===== src/rtl/csa12_pkg.sv =====
// Shared types for the 12-bit limb-streaming adder pipeline.
// The core width is fixed by the carry-select adder.
package csa12_pkg;

  localparam int CORE_W = 12;

  typedef struct packed {
    logic [CORE_W-1:0] x;
    logic [CORE_W-1:0] y;
    logic              first;
    logic              last;
  } limb_beat_t;

endpackage


===== src/rtl/csa12_carry_inc.sv =====
// Adds the chained carry to the core sum; output is {carry, limb}.
// Width leaves headroom: 4095+4095+1 never overflows 13 bits.
module csa12_carry_inc #(
  parameter int W = 13
) (
  input  logic [W-1:0] i_a,
  input  logic         i_cin,
  output logic [W-1:0] o_t
);

  assign o_t = i_a + {{(W-1){1'b0}}, i_cin};

endmodule


===== src/rtl/csa12_csel_adder.sv =====
// Combinational 12-bit carry-select adder core, carry-in tied 0.
// Three 4-bit blocks; upper blocks precompute both carry cases.
module csa12_csel_adder (
  input  logic [11:0] i_a,
  input  logic [11:0] i_b,
  output logic [12:0] o_s
);

  logic [4:0] w_lo;
  logic [4:0] w_mid0;
  logic [4:0] w_mid1;
  logic [4:0] w_mid;
  logic [4:0] w_hi0;
  logic [4:0] w_hi1;
  logic [4:0] w_hi;

  assign w_lo   = {1'b0, i_a[3:0]} + {1'b0, i_b[3:0]};
  assign w_mid0 = {1'b0, i_a[7:4]} + {1'b0, i_b[7:4]};
  assign w_mid1 = {1'b0, i_a[7:4]} + {1'b0, i_b[7:4]} + 5'd1;
  assign w_hi0  = {1'b0, i_a[11:8]} + {1'b0, i_b[11:8]};
  assign w_hi1  = {1'b0, i_a[11:8]} + {1'b0, i_b[11:8]} + 5'd1;

  assign w_mid  = w_lo[4]  ? w_mid1 : w_mid0;
  assign w_hi   = w_mid[4] ? w_hi1  : w_hi0;

  assign o_s = {w_hi, w_mid[3:0], w_lo[3:0]};

endmodule


===== src/rtl/csa12_limb_pipe.sv =====
// Two-stage valid/ready pipeline streaming multi-limb adds, LSB limb first.
// S1 registers operands; S2 adds, chains carry and tracks limb index.
module csa12_limb_pipe
  import csa12_pkg::*;
#(
  parameter int LIMB_W = 12,
  parameter int IDX_W  = 8
) (
  input  logic              clk,
  input  logic              rst,
  input  logic              in_valid,
  output logic              in_ready,
  input  logic [LIMB_W-1:0] in_x,
  input  logic [LIMB_W-1:0] in_y,
  input  logic              in_first,
  input  logic              in_last,
  output logic              out_valid,
  input  logic              out_ready,
  output logic [LIMB_W-1:0] out_sum,
  output logic [IDX_W-1:0]  out_idx,
  output logic              out_last,
  output logic              out_cout
);

  if (LIMB_W != CORE_W) begin : g_bad_width
    $error("csa12_limb_pipe: LIMB_W must equal the adder core width");
  end

  logic              r_s1_v;
  limb_beat_t        r_s1;
  logic              r_s2_v;
  logic [LIMB_W-1:0] r_sum;
  logic [IDX_W-1:0]  r_idx;
  logic              r_last;
  logic              r_cout;
  logic              r_carry;
  logic [IDX_W-1:0]  r_idx_q;

  logic              w_s2_adv;
  logic              w_s1_load;
  logic              w_s2_load;
  logic              w_cin;
  logic [LIMB_W:0]   w_sum13;
  logic [LIMB_W:0]   w_t;

  assign w_s2_adv  = !r_s2_v | out_ready;
  assign in_ready  = !r_s1_v | w_s2_adv;
  assign w_s1_load = in_valid & in_ready;
  assign w_s2_load = r_s1_v & w_s2_adv;
  assign w_cin     = r_s1.first ? 1'b0 : r_carry;

  csa12_csel_adder u_core (
    .i_a (r_s1.x),
    .i_b (r_s1.y),
    .o_s (w_sum13)
  );

  csa12_carry_inc #(.W(LIMB_W + 1)) u_inc (
    .i_a   (w_sum13),
    .i_cin (w_cin),
    .o_t   (w_t)
  );

  always_ff @(posedge clk or posedge rst) begin
    if (rst) begin
      r_s1_v <= 1'b0;
      r_s1   <= '0;
    end else if (w_s1_load) begin
      r_s1_v <= 1'b1;
      r_s1   <= '{x: in_x, y: in_y, first: in_first, last: in_last};
    end else if (w_s2_load) begin
      r_s1_v <= 1'b0;
    end
  end

  always_ff @(posedge clk or posedge rst) begin
    if (rst) begin
      r_s2_v  <= 1'b0;
      r_sum   <= '0;
      r_idx   <= '0;
      r_last  <= 1'b0;
      r_cout  <= 1'b0;
      r_carry <= 1'b0;
      r_idx_q <= '0;
    end else if (w_s2_load) begin
      r_s2_v  <= 1'b1;
      r_sum   <= w_t[LIMB_W-1:0];
      r_last  <= r_s1.last;
      r_carry <= r_s1.last ? 1'b0 : w_t[LIMB_W];
      r_cout  <= r_s1.last ? w_t[LIMB_W] : 1'b0;
      r_idx   <= r_s1.first ? '0 : r_idx_q;
      // A new first restarts numbering even if the prior packet never ended
      if (r_s1.last)
        r_idx_q <= '0;
      else if (r_s1.first)
        r_idx_q <= IDX_W'(1);
      else
        r_idx_q <= r_idx_q + IDX_W'(1);
    end else if (out_ready) begin
      r_s2_v  <= 1'b0;
    end
  end

  assign out_valid = r_s2_v;
  assign out_sum   = r_sum;
  assign out_idx   = r_idx;
  assign out_last  = r_last;
  assign out_cout  = r_cout;

endmodule

===== config.mk =====
export PLATFORM = sky130hd
export DESIGN_NAME = csa12_limb_pipe
export DESIGN_NICKNAME = d
export VERILOG_FILES = /design/src/rtl/csa12_pkg.sv /design/src/rtl/csa12_carry_inc.sv /design/src/rtl/csa12_csel_adder.sv /design/src/rtl/csa12_limb_pipe.sv
export SDC_FILE = /design/constraint.sdc
export NUM_CORES = 1
export LEC_CHECK = 0
export ABC_AREA = 1
export CORE_MARGIN = 2
export CORE_UTILIZATION = 24
export DETAILED_ROUTE_END_ITERATION = 8
export PLACE_DENSITY = 0.48
export SKIP_CTS_REPAIR_TIMING = 1
export SLEW_MARGIN = 30
export SYNTH_ARGS = -nofsm -noshare
export SYNTH_HDL_FRONTEND = slang
export SYNTH_SLANG_ARGS = --single-unit

===== constraint.sdc =====
create_clock -name clk -period 4.1 [get_ports clk]
set_clock_uncertainty 0.15 [all_clocks]
set_input_delay 0.82 -clock clk [delete_from_list [all_inputs] [get_ports clk]]
set_output_delay 0.82 -clock clk [all_outputs]
set_load 0.1 [all_outputs]

==> flow_metrics.env <==
export IMPL_power_switching_w=0.00141
export IMPL_crit_path_end_kind="output port"
export IMPL_hold_viol=0
export IMPL_synth_xor_area_share_pct=1.58
export IMPL_synth_main_ff_cell="dfrtp_1"
export IMPL_r2r_start="r_s1[2]"
export IMPL_crit_path_max_incr_delay_ns=1.15
export IMPL_num_rows=42
export IMPL_drc=0
export IMPL_cp_buffers_inverters=1
export IMPL_grt_max_degree=40
export IMPL_required_ns=3.13
export IMPL_status="finished clean"
export IMPL_synthSimpleGateAreaFrac_pct=24.3
export IMPL_cp_slowest_cell="clkdlybuf4s50_1"
export IMPL_synthAdderAreaFrac_pct=8.23
export IMPL_synth_mux_area_share_pct=7.47
export IMPL_fill_cells=1422
export IMPL_setup_tns_ns=0
export IMPL_synth_top_family_by_area="simple AND/OR/NAND/NOR gates"
export IMPL_multiInputGateArea_um2=1620
export IMPL_clockBufferDepth=2
export IMPL_ff2ff_setup_slack_ns=1.31
export IMPL_intPower_w=0.00171
export IMPL_grt_pass1_wl_mm=12.5
export IMPL_drv_slew=0
export IMPL_grt_overflow=0
export IMPL_drive_above_1_share_pct=15.7
export IMPL_synth_compound_area_share_pct=7.21
export IMPL_syn_to_final_growth_pct=32.7
export IMPL_drtIter0Drc=160
export IMPL_power_density_nw_per_um2=709
export IMPL_clock_fmax_ghz=0.353
export IMPL_finalWeightedCongestion=0.755
export IMPL_yosys_area_top_type_share_pct=44.5
export IMPL_yosysSeqAreaShare_pct=44.5
export IMPL_numCtsBuffers=9
export IMPL_power_frac_comb_pct=46.4
export IMPL_cts_tree="built"
export IMPL_diodes=0
export IMPL_cts_sinks=59
export IMPL_synth_edf_count=0
export IMPL_worstSetupStartpointType="register"
export IMPL_core_um2=13300
export IMPL_clk_latency_ns=0.33
export IMPL_min_from="out_idx[1]"
export IMPL_track_usage_pct=10.9
export IMPL_power_frac_clock_pct=28.4
export IMPL_start_util_pct=24.8
export IMPL_instances_no_fill=616
export IMPL_cap_violations=0
export IMPL_tightest_slew_ns=0.991
export IMPL_htreeDepth=3
export IMPL_crit_start="out_sum[4]"
export IMPL_cp_max_fo=2
export IMPL_dieArea_um2=14800
export IMPL_yosys_register_bits=59
export IMPL_setup_viol=0
export IMPL_ir_drop_mv=0.223
export IMPL_regArea_um2=1480
export IMPL_netlist_area_um2=3320
export IMPL_async_reset_ff_share_pct=100
export IMPL_fin_nets=485
export IMPL_path_cells="clkdlybuf4s50_1"
export IMPL_leakagePower_nw=2.05
export IMPL_hold_class="register to register"
export IMPL_netlist_top_cells_area="dfrtp_1 45%, nand2_1 10%, mux2_2 7.5%"
export IMPL_fin_crit_sh_pct=69.2
export IMPL_io_pins=54
export IMPL_firstDrtPassIters=4
export IMPL_wl_per_cell_um=12.0
export IMPL_io_buffers=53
export IMPL_cts_root_buf="clkbuf_16"
export IMPL_period_minus_slack_ns=2.84
export IMPL_first_global_vias=2668
export IMPL_synthesis_instances=377
export IMPL_vias_per_cell=4.22
export IMPL_dp_hpwl_mm=5.56
export IMPL_die_w_um=122
export IMPL_critPathKind="register to output port"
export IMPL_dp_cells=600
export IMPL_rsz0062_at_grt="no"
export IMPL_avgSynthCellArea_um2=8.79
export IMPL_routed_wl_mm=7.38
export IMPL_crit_arrival_ns=1.87
export IMPL_ant_nets=0
export IMPL_synth_distinct_cells=33
export IMPL_yosysTopAreaCell="dfrtp_1"
export IMPL_relSlewSlack_pct=33.7
export IMPL_vias=2599
export IMPL_path_clk_slew_ns=0.06
export IMPL_ys_warn_count=0
export IMPL_die_height_um=122
export IMPL_swShare_pct=45.1
export IMPL_seq_power_share_pct=25.2
export IMPL_synthesis_nets=427
export IMPL_grt_antenna_before_repair=0
export IMPL_path_delay_family="buffers and inverters"
sequential cells by signal, summed over array words and instances (netlist names):
name and count:
out_cout 1, out_sum 12, out_last 1, out_valid 1, r_carry 1, out_idx 8, r_s1 26, r_idx_q 8
r_s1_v 1
cells in the final DEF, fill, tap and decap left out, types with 5 or more instances in the layout:
cell type        synthesis  final
a21oi_1                 12     12
o21ai_0                 15     15
clkbuf_16                0      9
nand4_1                  5      5
dfrtp_1                 59     59
mux2_2                  22     22
o31ai_1                  5      5
clkdlybuf4s50_1          0     52
ha_1                    17     17
inv_1                   47     46
nand2_1                 88     87
nand2_2                  6      7
nor2_1                  22     22
nand2_4                  5      5
nand3_1                 33     33
final cells by class:
cell class                 instances  area share, %
clock inverter                     7           2.79
clock buffer                       9           5.12
sequential                        59           33.6
inverter                          49           4.24
timing repair buffer              56           12.5
multi-input combinational        260           36.8
tap                              176           5.00
Yosys cell counts, types with 2 or more instances:
library cell,number
inv_1,47
xor2_1,4
clkbuf_1,6
nand3_1,33
o21ai_2,2
dfrtp_1,59
a21oi_2,2
o31ai_1,5
nand2_2,6
o21ai_0,15
nand2_1,88
mux2_2,22
nand2_4,5
nand3_2,4
a21oi_1,12
o22ai_1,2
buf_2,2
xnor2_1,2
nor2_1,22
ha_1,17
fa_1,3
nor2_4,2
nand4_1,5
nor2_2,3
worst paths after layout:
check / to / cells after the start
max in group asynchronous: out_idx[4] / 3
min in group asynchronous: r_s1[22] / 2
worst min-delay path: out_idx[1] / 2
worst min register to register: out_idx[1] / 2
worst max register to register: r_carry / 16
worst max-delay path: out_sum[4] / 1
stage by stage:
step	area, um^2	power, W	util, %	setup WS [ns]	hold slack, ns
floorplan	3320	0.00192	-	0.750	0.299
global placement	4050	0.00224	30.3	1.15	0.312
detailed placement	4050	0.00225	30.4	1.30	0.321
CTS	4400	0.00316	33.0	1.23	0.335
global route	4400	0.00331	33.0	1.03	0.360
finish	4400	0.00312	33.0	1.26	0.332
cell families after synthesis:
kind of cell / after synthesis
simple gates: 171
flops: 59
buf+inv: 58
compound gates: 41
mux: 22
fa+ha+maj: 20
xor+xnor: 6
metal layers:
| layer | track usage (%) | vias to the layer above | routed length (um) |
|---|---|---|---|
| met5 | 0 | - | 0 |
| met4 | 4.53 | 0 | 138 |
| met3 | 3.65 | 11 | 345 |
| met2 | 17.4 | 48 | 3320 |
| met1 | 13.7 | 1199 | 3580 |
| li1 | - | 1341 | - |
worst register-to-register path: stages (launching register included):
cell	delay, ns
dfrtp_1	0.38
ha_1	0.22
inv_1	0.07
fa_1	0.41
inv_1	0.10
ha_1	0.17
inv_1	0.05
nor2_2	0.14
nand3_1	0.13
nor2_2	0.16
nand3_1	0.09
nor2_1	0.12
nand3_2	0.11
nor2_4	0.11
nand4_1	0.11
nand3_1	0.10
nand2_1	0.06
power groups by stage:
| stage | clock network, W | logic (W) | registers [W] |
|---|---|---|---|
| after floorplan | 0 | 0.000634 | 0.00129 |
| after global routing | 0.000936 | 0.00157 | 0.000803 |
| after detailed placement | 0 | 0.00146 | 0.000797 |
| final | 0.000886 | 0.00145 | 0.000785 |
| after CTS | 0.000905 | 0.00146 | 0.000788 |
| after global placement | 0 | 0.00144 | 0.000792 |
Power figures use the tool's default switching activity.
